[src/rtl/add_seq_pkg.sv]
// Shared definitions for the add_seq multi-cycle wide adder.
// Subtract support is controlled by the ADD_SEQ_SUB_EN macro.
package add_seq_pkg;

  localparam int unsigned SLICE_W = 8;

  typedef enum logic [1:0] {IDLE, RUN, DONE} state_t;

  // The byte index is at least 1 bit wide, so WORDS=1 still has a register.
  function automatic int unsigned idx_w(input int unsigned words);
    return (words > 1) ? $clog2(words) : 1;
  endfunction

endpackage

[src/rtl/add_seq_if.sv]
// Operand/result handshake bundle for add_seq.
// op_sub is present only when ADD_SEQ_SUB_EN is defined.
interface add_seq_if import add_seq_pkg::*; #(parameter int unsigned WORDS = 4);

  logic                       in_valid;
  logic                       in_ready;
  logic [SLICE_W*WORDS-1:0]   a;
  logic [SLICE_W*WORDS-1:0]   b;
  logic                       cin;
`ifdef ADD_SEQ_SUB_EN
  logic                       op_sub;
`endif
  logic                       out_valid;
  logic                       out_ready;
  logic [SLICE_W*WORDS-1:0]   sum;
  logic                       cout;

  modport master (
`ifdef ADD_SEQ_SUB_EN
    output op_sub,
`endif
    output in_valid, a, b, cin, out_ready,
    input  in_ready, out_valid, sum, cout
  );

  modport slave (
`ifdef ADD_SEQ_SUB_EN
    input  op_sub,
`endif
    input  in_valid, a, b, cin, out_ready,
    output in_ready, out_valid, sum, cout
  );

endinterface

[src/rtl/add_seq_slice8.sv]
// Combinational 8-bit ripple-carry slice built from 1-bit full-adder cells.
module add_fa1 (
  input  logic a,
  input  logic b,
  input  logic ci,
  output logic s,
  output logic co
);
  assign s  = a ^ b ^ ci;
  assign co = (a & b) | (ci & (a ^ b));
endmodule

module add_slice8 import add_seq_pkg::*; (
  input  logic [SLICE_W-1:0] a8,
  input  logic [SLICE_W-1:0] b8,
  input  logic               ci,
  output logic [SLICE_W-1:0] s8,
  output logic               co
);
  logic [SLICE_W:0] c;

  assign c[0] = ci;

  for (genvar i = 0; i < SLICE_W; i++) begin : g_fa
    add_fa1 u_fa (
      .a  (a8[i]),
      .b  (b8[i]),
      .ci (c[i]),
      .s  (s8[i]),
      .co (c[i+1])
    );
  end

  assign co = c[SLICE_W];
endmodule

[src/rtl/add_seq.sv]
// Multi-cycle WORDS x 8-bit adder stepping one shared slice LSB-first.
// Define ADD_SEQ_SUB_EN to add the op_sub (a - b) mode.
module add_seq import add_seq_pkg::*; #(
  parameter int unsigned WORDS = 4
) (
  input  logic      clk,
  input  logic      rst_n,
  add_seq_if.slave  bus
);

  localparam int unsigned     W    = SLICE_W * WORDS;
  localparam int unsigned     IW   = idx_w(WORDS);
  localparam logic [IW-1:0]   LAST = IW'(WORDS - 1);

  state_t              state;
  logic [IW-1:0]       idx;
  logic [W-1:0]        a_r;
  logic [W-1:0]        b_r;
  logic [W-1:0]        sum_r;
  logic                carry;
  logic                cout_r;
`ifdef ADD_SEQ_SUB_EN
  logic                sub_r;
`endif

  logic [SLICE_W-1:0]  a8;
  logic [SLICE_W-1:0]  b8;
  logic [SLICE_W-1:0]  s8;
  logic                co;

  always_comb begin
    a8 = '0;
    b8 = '0;
    for (int unsigned i = 0; i < WORDS; i++) begin
      if (idx == IW'(i)) begin
        a8 = a_r[i*SLICE_W +: SLICE_W];
        b8 = b_r[i*SLICE_W +: SLICE_W];
      end
    end
`ifdef ADD_SEQ_SUB_EN
    if (sub_r) b8 = ~b8;
`endif
  end

  add_slice8 u_slice (
    .a8 (a8),
    .b8 (b8),
    .ci (carry),
    .s8 (s8),
    .co (co)
  );

  always_ff @(posedge clk or negedge rst_n) begin
    if (!rst_n) begin
      state  <= IDLE;
      idx    <= '0;
      a_r    <= '0;
      b_r    <= '0;
      sum_r  <= '0;
      carry  <= 1'b0;
      cout_r <= 1'b0;
`ifdef ADD_SEQ_SUB_EN
      sub_r  <= 1'b0;
`endif
    end else begin
      case (state)
        IDLE: begin
          if (bus.in_valid) begin
            a_r   <= bus.a;
            b_r   <= bus.b;
            idx   <= '0;
            state <= RUN;
`ifdef ADD_SEQ_SUB_EN
            sub_r <= bus.op_sub;
            carry <= bus.op_sub ? 1'b1 : bus.cin;
`else
            carry <= bus.cin;
`endif
          end
        end
        RUN: begin
          for (int unsigned i = 0; i < WORDS; i++) begin
            if (idx == IW'(i)) sum_r[i*SLICE_W +: SLICE_W] <= s8;
          end
          carry <= co;
          idx   <= idx + 1'b1;
          if (idx == LAST) begin
            cout_r <= co;
            state  <= DONE;
          end
        end
        DONE: begin
          if (bus.out_ready) state <= IDLE;
        end
        default: state <= IDLE;
      endcase
    end
  end

  assign bus.in_ready  = (state == IDLE);
  assign bus.out_valid = (state == DONE);
  assign bus.sum       = sum_r;
  assign bus.cout      = cout_r;

endmodule

[src/flat_wrapper.sv]
// flat-port wrapper written by rule: the top's interface ports become plain ports
module add_seq_flat import add_seq_pkg::*;
#(
  parameter int unsigned WORDS = 4
)
  (clk, rst_n, bus_in_valid, bus_a, bus_b, bus_cin, bus_out_ready, bus_in_ready, bus_out_valid, bus_sum, bus_cout);
  add_seq_if #(.WORDS(WORDS)) bus_i ();
  input  logic clk;
  input  logic rst_n;
  input wire logic [$bits(bus_i.in_valid)-1:0] bus_in_valid;
  input wire logic [$bits(bus_i.a)-1:0] bus_a;
  input wire logic [$bits(bus_i.b)-1:0] bus_b;
  input wire logic [$bits(bus_i.cin)-1:0] bus_cin;
  input wire logic [$bits(bus_i.out_ready)-1:0] bus_out_ready;
  output wire logic [$bits(bus_i.in_ready)-1:0] bus_in_ready;
  output wire logic [$bits(bus_i.out_valid)-1:0] bus_out_valid;
  output wire logic [$bits(bus_i.sum)-1:0] bus_sum;
  output wire logic [$bits(bus_i.cout)-1:0] bus_cout;
  assign bus_i.in_valid = bus_in_valid;
  assign bus_i.a = bus_a;
  assign bus_i.b = bus_b;
  assign bus_i.cin = bus_cin;
  assign bus_i.out_ready = bus_out_ready;
  assign bus_in_ready = bus_i.in_ready;
  assign bus_out_valid = bus_i.out_valid;
  assign bus_sum = bus_i.sum;
  assign bus_cout = bus_i.cout;
  add_seq #(.WORDS(WORDS)) u_core (.clk(clk), .rst_n(rst_n), .bus(bus_i));
endmodule
[config.mk]
export PLATFORM = sky130hd
export DESIGN_NAME = add_seq_flat
export DESIGN_NICKNAME = d
export VERILOG_FILES = /design/src/rtl/add_seq_pkg.sv /design/src/rtl/add_seq_if.sv /design/src/rtl/add_seq_slice8.sv /design/src/rtl/add_seq.sv /design/src/flat_wrapper.sv
export SDC_FILE = /design/constraint.sdc
export NUM_CORES = 1
export LEC_CHECK = 0
export ABC_CLOCK_PERIOD_IN_PS = 6500
export BUFFER_PORTS_ARGS = -buffer_cell sky130_fd_sc_hd__buf_2
export CAP_MARGIN = 20
export CORE_MARGIN = 1
export CORE_UTILIZATION = 56
export CTS_BUF_LIST = sky130_fd_sc_hd__clkbuf_4
export CTS_CLUSTER_SIZE = 10
export DETAILED_ROUTE_END_ITERATION = 12
export PLACE_DENSITY_LB_ADDON = 0.12
export SLEW_MARGIN = 25
export SYNTH_ARGS = -nofsm -noshare
export SYNTH_HDL_FRONTEND = slang
export SYNTH_SLANG_ARGS = --single-unit
[constraint.sdc]
create_clock -name clk -period 6.5 [get_ports clk]
set_clock_uncertainty 0.1 [all_clocks]
set_input_delay 1.95 -clock clk [delete_from_list [all_inputs] [get_ports clk]]
set_output_delay 1.95 -clock clk [all_outputs]
set_load 0.05 [all_outputs]
==> summary.md <==
| Metric | Value |
|---|---|
| Number of synthesized register bits | 102 |
| Total track usage | 23.3% |
| Avg Cell Area, Syn | 13.6 µm² |
| Sum of routed wire length over all layers | 9.45 mm |
| Routed WL per cell | 17.0 µm |
| Boundary Pins | 104 |
| Post-layout util | 65.3% |
| Cts-stage hold buffer count | 0 |
| Inserted Clock Buffers | 9 |
| Relative slew margins | 32.8% |
| Initial standard-cell utilization of the core | 57.9% |
| Length of the first detailed-routing pass in iterations | 4 |
| Area occupied by multi-input gates | 1980 µm² |
| Setup TNS Final | 0 ps |
| Die area | 8870 µm² |
| Critical path peak fanout | 17 |
| Number of global-route vias before repair | 2958 |
| CORE AREA | 8220 µm² |
| Clock tree sinks | 102 |
| Fill count | 677 |
| Count of max-cap constraint violations | 0 |
| Number of antenna diodes | 0 |
| Area overhead of the layout relative to synthesis | 12.7% |
| Async SR Flop Fraction | 100% |
| Setup repair after global routing missed its margin | false |
| Post-CTS sizing | 0 |
| Rows | 33 |
| Startpoint Class | register |
| Most used flip-flop cell after synthesis | sky130_fd_sc_hd__dfrtp_1 |
| Achievable clock frequency | 191 MHz |
| Number of warning messages in the yosys log | 0 |
| Clock edge transition at the registers on the reported setup and hold paths | 170 ps |
| Maximum buffer depth of the clock tree | 2 |
| Number of nets in the layout | 528 |
| Commonest non-fill, non-tap cells in the layout | sky130_fd_sc_hd__buf_2 (102), sky130_fd_sc_hd__dfrtp_1 (102), sky130_fd_sc_hd__mux2_4 (60) |
| Number of vias after detailed routing | 3020 |
| Sequential standard cell area | 2550 µm² |
| Aggregate global routing overflow | 0 |
| Final setup violation count | 0 |
| CTS H-tree lvls | 3 |
| Routed Antenna Nets | 0 |
| Buffer cell driving the clock tree root | sky130_fd_sc_hd__clkbuf_4 |
| Final weighted congestion in routability-driven placement | 0.902 |
| Buffers inserted during post-CTS setup optimization | 0 |
| Critical path class | register to register |
| Final critical delay including setup and external delays | 5240 ps |
| Library cells used by synthesis | 28 |
| Worst Hold Slack | 395 ps |
| Sequential cell area fraction in the yosys report | 53.6% |
| Post-synth EDFFs | 0 |
| Number of failing hold endpoints at the final stage | 0 |
| Placed wire-length estimate after detailed placement | 7.06 mm |
| Clock tree from TritonCTS | yes |
| Syn nets | 431 |
| Status | finished clean |
| Drt first-iter violations | 175 |
| Endpoint class of the critical path | register |
| Die Y-Extent | 94.2 µm |
| Global-route wire length before repair | 15.3 mm |
| Cell area after technology mapping | 4760 µm² |
| Horizontal extent of the die | 94.2 µm |
| Worst-margin pin slew | 1000 ps |
| Insertion delay to the later sink of the worst-skew pair | 460 ps |
| Via density | 5.42 |
| Layout cell share with drive strength beyond 1 | 43.1% |
| Critical Path AT | 5490 ps |
| Number of antenna violations at the first check in global routing | 0 |
| Number of port buffers | 103 |
| Final worst path period share | 80.6% |
| Maximum number of pins on one net before global-route repair | 59 |
| Required @ worst endpoint | 6750 ps |
| Gate Count Post-Synth | 350 |
| Hold/Removal Path Class | register to register |
| Max-slew violation count | 0 |
| DRC | 0 |
-- flip-flops by register name, indices dropped and copies added, names as in the netlist --
| signal | cells |
|---|---|
| u_core.bus.sum | 32 |
| u_core.b_r | 32 |
| u_core.idx | 2 |
| u_core.a_r | 32 |
| u_core.bus.cout | 1 |
| u_core.state | 2 |
| u_core.carry | 1 |
-- critical path, cell delays in order, from the launching register on --
cell                       delay, ps
sky130_fd_sc_hd__dfrtp_1         460
sky130_fd_sc_hd__inv_1           100
sky130_fd_sc_hd__ha_1            540
sky130_fd_sc_hd__nand2_1         100
sky130_fd_sc_hd__o211ai_1        200
sky130_fd_sc_hd__o221ai_1        170
sky130_fd_sc_hd__fa_1            450
sky130_fd_sc_hd__fa_1            390
sky130_fd_sc_hd__fa_1            400
sky130_fd_sc_hd__fa_1            400
sky130_fd_sc_hd__fa_1            370
sky130_fd_sc_hd__inv_1            80
sky130_fd_sc_hd__fa_1            160
sky130_fd_sc_hd__inv_1            50
sky130_fd_sc_hd__fa_1            360
sky130_fd_sc_hd__inv_1            80
sky130_fd_sc_hd__fa_1            450
sky130_fd_sc_hd__mux2_2          280
-- cell type report --
| class | instances | share of cell area, % |
|---|---|---|
| Tap cell | 105 | 2.45 |
| Inverter | 9 | 0.630 |
| Sequential cell | 102 | 47.6 |
| Clock inverter | 7 | 1.05 |
| Multi-Input combinational cell | 219 | 36.9 |
| Clock buffer | 9 | 1.26 |
| Timing Repair Buffer | 106 | 10.1 |
-- per-layer routing --
layer | track usage (%) | share of wire, % | vias to the layer above | wire length (µm)
li1 | - | - | 1434 | -
met1 | 33.9 | 49 | 1498 | 4600
met2 | 35.3 | 46 | 79 | 4340
met3 | 4.69 | 4.3 | 9 | 407
met4 | 6.92 | 1.2 | 0 | 110
met5 | 0 | 0 | - | 0
-- path summary, 6_finish.rpt --
path	startpoint	endpoint	slack [ps]	cells after the start
worst max-delay path	u_core.idx[0]$_DFFE_PN0P_	u_core.bus.sum[7]$_DFFE_PN0P_	1260	17
worst min-delay path	u_core.bus.sum[19]$_DFFE_PN0P_	u_core.bus.sum[19]$_DFFE_PN0P_	390	2
worst max register to register	u_core.idx[0]$_DFFE_PN0P_	u_core.bus.sum[7]$_DFFE_PN0P_	1260	17
worst min register to register	u_core.bus.sum[19]$_DFFE_PN0P_	u_core.bus.sum[19]$_DFFE_PN0P_	390	2
max in group asynchronous	rst_n	u_core.b_r[2]$_DFFE_PN0P_	3820	2
min in group asynchronous	rst_n	u_core.a_r[24]$_DFFE_PN0P_	1360	1
-- logic make-up after synthesis --
kind of cell               after synthesis  share of synthesized area, %
DFF                                    102                          53.6
muxes                                   73                          22.0
and+or+nand+nor                         71                          6.44
AOI/OAI and AO/OA                       63                          8.80
buffers and inverters                   29                          4.76
adders and majority gates               12                          4.42
-- per-stage QoR --
| step | cells | area, µm² | worst slack, ps |
|---|---|---|---|
| after floorplan | 350 | 4760 | 1720 |
| after global placement | 541 | 5240 | 1390 |
| after detailed placement | 541 | 5240 | 1300 |
| after CTS | 557 | 5360 | 1250 |
| after global routing | 557 | 5360 | 984 |
| final | 557 | 5360 | 1260 |
-- Yosys cell counts (all sizes together), types with 3 or more instances --
cell	instances	area, µm²
o221ai	12	105
dfrtp	102	2550
inv	8	30.0
clkbuf	10	37.5
ha	4	50.1
nand3b	8	60.1
buf	10	155
a31oi	4	25.0
o21ai	26	130
nand2	55	206
mux2	72	1040
nor2	6	25.0
o211ai	12	90.1
o22ai	3	18.8
fa	8	160
Power is not shown: default switching activity piles up to over one toggle a cycle in this logic, so the estimate is an artifact.
